==> config.mk <==
export PLATFORM = sky130hd
export DESIGN_NAME = muxn_arb
export DESIGN_NICKNAME = d
export VERILOG_FILES = /design/src/rtl/muxn_arb.sv
export SDC_FILE = /design/constraint.sdc
export NUM_CORES = 1
export LEC_CHECK = 0
export BUFFER_PORTS_ARGS = -buffer_cell sky130_fd_sc_hd__buf_4
export CAP_MARGIN = 20
export CORE_MARGIN = 8
export CORE_UTILIZATION = 40
export CTS_CLUSTER_SIZE = 14
export DETAILED_ROUTE_END_ITERATION = 8
export PLACE_DENSITY = 0.8
export SLEW_MARGIN = 20
export SYNTH_ARGS = -nofsm -noshare
export SYNTH_HDL_FRONTEND = slang
export SYNTH_SLANG_ARGS = --single-unit
export TNS_END_PERCENT = 20
==> constraint.sdc <==
create_clock -name clk -period 2.1 [get_ports clk]
set_input_delay 0.21 -clock clk [delete_from_list [all_inputs] [get_ports clk]]
set_output_delay 0.21 -clock clk [all_outputs]
set_load 0.02 [all_outputs]
==> src/rtl/muxn_arb.sv <==
// rtl/muxn_arb.sv - CH-channel registered mux with direct or round-robin select; optional parity register via MUXN_ARB_PARITY_EN
module muxn_arb #(
  parameter int n  = 32,
  parameter int CH = 4,
  localparam int SW = $clog2(CH)
) (
  input  logic            clk,
  input  logic            rst,
  input  logic            MODE,
  input  logic [SW-1:0]   S,
  input  logic [CH*n-1:0] D,
  input  logic [CH-1:0]   V,
  output logic [CH-1:0]   G,
  output logic [n-1:0]    Y,
  output logic            VY,
  output logic [SW-1:0]   SY,
  input  logic            READY,
  output logic            P
);

  logic [n-1:0]  y_q;
  logic [n-1:0]  y_d;
  logic [SW-1:0] sy_q;
  logic [SW-1:0] ptr_q;
  logic [SW-1:0] cand_idx;
  logic          vy_q;
  logic          accept;
  logic          cand_ok;
  logic          load;

  // Channel index reached by stepping 'off' places past p, wrapping at CH (not at 2**SW).
  function automatic int rr_pos(input logic [SW-1:0] p, input int off);
    int t;
    t = int'(p) + off;
    return (t >= CH) ? t - CH : t;
  endfunction

  // The register can take a word when it is empty or its word leaves this cycle.
  assign accept = !vy_q || READY;
  assign load   = !rst && accept && cand_ok;

  // Candidate selection: direct index, or first valid channel after the last grant.
  always_comb begin
    cand_ok  = 1'b0;
    cand_idx = '0;
    if (!MODE) begin
      for (int k = 0; k < CH; k++) begin
        if (int'(S) == k && V[k]) begin
          cand_ok  = 1'b1;
          cand_idx = SW'(k);
        end
      end
    end else begin
      // Walk from farthest to nearest so the nearest valid channel wins.
      for (int i = CH; i >= 1; i--) begin
        if (V[rr_pos(ptr_q, i)]) begin
          cand_ok  = 1'b1;
          cand_idx = SW'(rr_pos(ptr_q, i));
        end
      end
    end
  end

  // Data steering and one-hot grant for the chosen candidate.
  always_comb begin
    G   = '0;
    y_d = '0;
    for (int k = 0; k < CH; k++) begin
      if (cand_idx == SW'(k)) begin
        y_d  = D[k*n +: n];
        G[k] = load;
      end
    end
  end

  // Output register: load on grant, drop valid on an empty accept, hold on stall.
  always_ff @(posedge clk) begin
    if (rst) begin
      y_q   <= '0;
      sy_q  <= '0;
      vy_q  <= 1'b0;
      ptr_q <= SW'(CH - 1);
    end else if (accept) begin
      if (cand_ok) begin
        y_q  <= y_d;
        sy_q <= cand_idx;
        vy_q <= 1'b1;
        if (MODE) begin
          ptr_q <= cand_idx;
        end
      end else begin
        vy_q <= 1'b0;
      end
    end
  end

  assign Y  = y_q;
  assign VY = vy_q;
  assign SY = sy_q;

`ifdef MUXN_ARB_PARITY_EN
  logic p_q;

  // Parity follows Y: reloaded on exactly the edges that load Y.
  always_ff @(posedge clk) begin
    if (rst) begin
      p_q <= 1'b0;
    end else if (load) begin
      p_q <= ^y_d;
    end
  end

  assign P = p_q;
`else
  assign P = 1'b0;
`endif

endmodule

==> run_results.csv <==
group,metric,value,unit
flow_run,cap_violations,0,
clocking,hold_buffers,0,
pwr,powerDensity,601,nW/um^2
placement,post-place-ws,0.0941,ns
final_layout,seq_area,742,um^2
timing,post-route-min-period,2.01,ns
clocking,cts.path.max_buffers,2,
pwr,p_leak,1.92,nW
worst_setup_path,crit_path_start_kind,"flop",
logic_synthesis,synth_most_common_cell,"nand2_1",
worst_setup_path,reg2reg_setup_slack,0.23,ns
pwr,ir_worst_vdd,0.270,mV
hold_path,hold_depth,2,
final_layout,final_core_utilization,0.671,
die,ios,178,
clocking,htree_num_levels,2,
logic_synthesis,synth_area_leaders,"dfxtp_1 31%, nand2_1 21%, a32o_1 13%",
global_routing,overflow,0,
logic_synthesis,synthCells,338,
logic_synthesis,yosysSeqAreaShare,0.307,
global_routing,grt_max_degree,40,
worst_setup_path,worstPathRequired,1.89,ns
timing,layout_setup_ws,0.0921,ns
timing,hold_viol_final,0,
pwr,fin_total_pwr,2.37,mW
clocking,cts_root_buf,"clkbuf_8",
timing,rsz0062_at_grt,"no",
logic_synthesis,yosys_most_used_dff,"dfxtp_1",
timing,setup_viol,0,
run_status,status,"completed",
worst_setup_path,r2r-start,"ptr_q[1]$_SDFFE_PP1P_",
logic_synthesis,synth_cell_type_count,30,
route,vias_per_cell,5.12,
timing,fin_crit_sh,0.956,
hold_path,hold_class,"in2reg",
route,wl_met3,821,um
final_layout,drive_gt1_frac,0.410,
final_layout,diodes,0,
route,met2_length,4450,um
die,die_x,93.7,um
final_layout,area_growth_syn_to_layout,63.6,%
logic_synthesis,synthesis.area,2410,um^2
timing,finalSetupTns,0,ns
hold_path,hp-start,"rst",
logic_synthesis,synth_common_cells,"133 x nand2_1, 37 x dfxtp_1, 33 x nand3_1",
route,first_pass_iters,4,
global_routing,grt_antenna_before_repair,0,
route,antenna_left,0,
logic_synthesis,ys_seq_elements,37,
worst_setup_path,worstPathMaxFanout,16,
route,drt_wl_total,8880,um
worst_setup_path,cp-end-kind,"output port",
route,routed.top_layer,"met4",
final_layout,stdcell_count,577,
die,core-area,5890,um^2
timing,relSlewSlack,0.587,
worst_setup_path,r2r_cells,8,
timing,report.final.slew_viol_count,0,
clocking,clock-sinks,37,
timing,tightest_slew,0.619,ns
final_layout,multiInputGateArea,1530,um^2
placement,io_buffer_count,176,
die,start_util,0.410,
global_routing,grt_pass1_vias,2848,
route,wire_per_inst,15.4,um
final_layout,fillerInstances,524,
logic_synthesis,synthArstFlopShare,0,
logic_synthesis,avgSynthCellArea,7.14,um^2
worst_setup_path,crit_arrival,1.80,ns
logic_synthesis,synth_edf_count,0,
logic_synthesis,synth_fp_nets,476,
logic_synthesis,synth_warnings,0,
route,drc,0,
hold_path,whs_endpoint,"VY$_SDFFE_PP0N_",
final_layout,finalNetCount,640,
clocking,cts_tree,"done",
global_routing,grt_pass1_wl,13700,um
placement,globalplace.congestion,0.832,
clocking,clk_latency,0.28,ns
logic_synthesis,synth.largest_area_cell,"dfxtp_1",
timing,clock_skew,0.00339,ns
logic_synthesis,synth_top_area_frac,0.307,
clocking,numCtsBuffers,5,
die,die_area,8780,um^2
worst_setup_path,crit_type,"reg2out",
worst_setup_path,reg2reg_to,"Y[25]$_SDFFE_PP0P_",
placement,place_inst,568,
die,die_height,93.7,um
route,wl_met1,3490,um
timing,max_freq,498,MHz
route,vias,2953,
global_routing,track_usage,0.189,
route,drtIter0Drc,136,
clocking,clkTransAtPathRegs,0.07,ns
die,rows,28,
placement,dpl.hpwl,6950,um
final cells by class:
class,instances,area share
inverter,3,0.00285
tap,75,0.0238
timing repair buffer,187,0.376
clock buffer,7,0.0219
multi-input combinational,268,0.388
sequential,37,0.188
cells by family (layout without fill, tap and decap cells):
logic type             Yosys count  count (layout)  share of synthesized area
AND/OR/NAND/NOR                214             214                      0.412
AO/OA/AOI/OAI                   46              46                      0.172
flip-flops                      37              37                      0.307
buffers and inverters           33             197                     0.0783
multiplexers                     7               7                     0.0290
other                            1               1                    0.00155
critical path: stages (launching register included):
cell	delay (ns)
dfxtp_2	0.35
and2_4	0.16
a21oi_2	0.10
o221ai_1	0.12
o22a_2	0.30
buf_12	0.17
and3_1	0.17
buf_4	0.15
where the power goes:
part	leakage, nW	internal [mW]	switching [mW]
registers	0.306	0.795	0.0496
clock network	0.0443	0.260	0.227
logic	1.57	0.529	0.513
layout by cell type (no fill, tap or decap), types with 2 or more instances in the layout:
master,count
buf_4,181
nand2_1,133
dfxtp_1,36
nand3_1,33
nand3b_1,32
a32o_1,32
mux2i_1,7
clkbuf_8,6
nor2_1,5
buf_12,5
inv_1,3
a21oi_1,3
nand2b_1,2
a21oi_2,2
and3_1,2
nor3b_2,2
through the flow:
step                instance area (um^2)  hold slack [ns]
detailed placement                  3800            0.443
CTS                                 3900            0.142
global route                        3950            0.152
floorplan                           2410            0.279
global placement                    3800            0.444
finish                              3950            0.155
registers in the layout (all words and copies together) (netlist names):
signal / count
SY: 2
VY: 1
Y: 32
ptr_q: 2
routing by layer:
| metal | global-route usage | vias up |
|---|---|---|
| met3 | 0.0711 | 8 |
| met5 | 0 | - |
| met4 | 0.0476 | 0 |
| met2 | 0.330 | 111 |
| met1 | 0.212 | 1324 |
| li1 | - | 1510 |
what timing repair did:
action / CTS / global route
setup buffers: 0 / 1
pin swaps: 0 / 1
resized for setup: 3 / 4
setup endpoints to repair: 2 / 4
cloned: 0 / 1
worst max path at each step:
stage	from	slack [ns]	to	depth (start not counted)
3_3_place_gp	S[0]	0.17	Y[4]$_SDFFE_PP0P_	8
4_1_cts	ptr_q[1]$_SDFFE_PP1P_	-0.02	G[0]	7
5_1_grt	ptr_q[1]$_SDFFE_PP1P_	0.003	G[2]	7
2_1_floorplan	ptr_q[1]$_SDFFE_PP1P_	0.15	G[0]	7
3_5_place_dp	S[0]	0.09	Y[10]$_SDFFE_PP0P_	8
6_report	ptr_q[1]$_SDFFE_PP1P_	0.09	G[3]	7
Note: power is estimated with default switching activity, not from simulation.
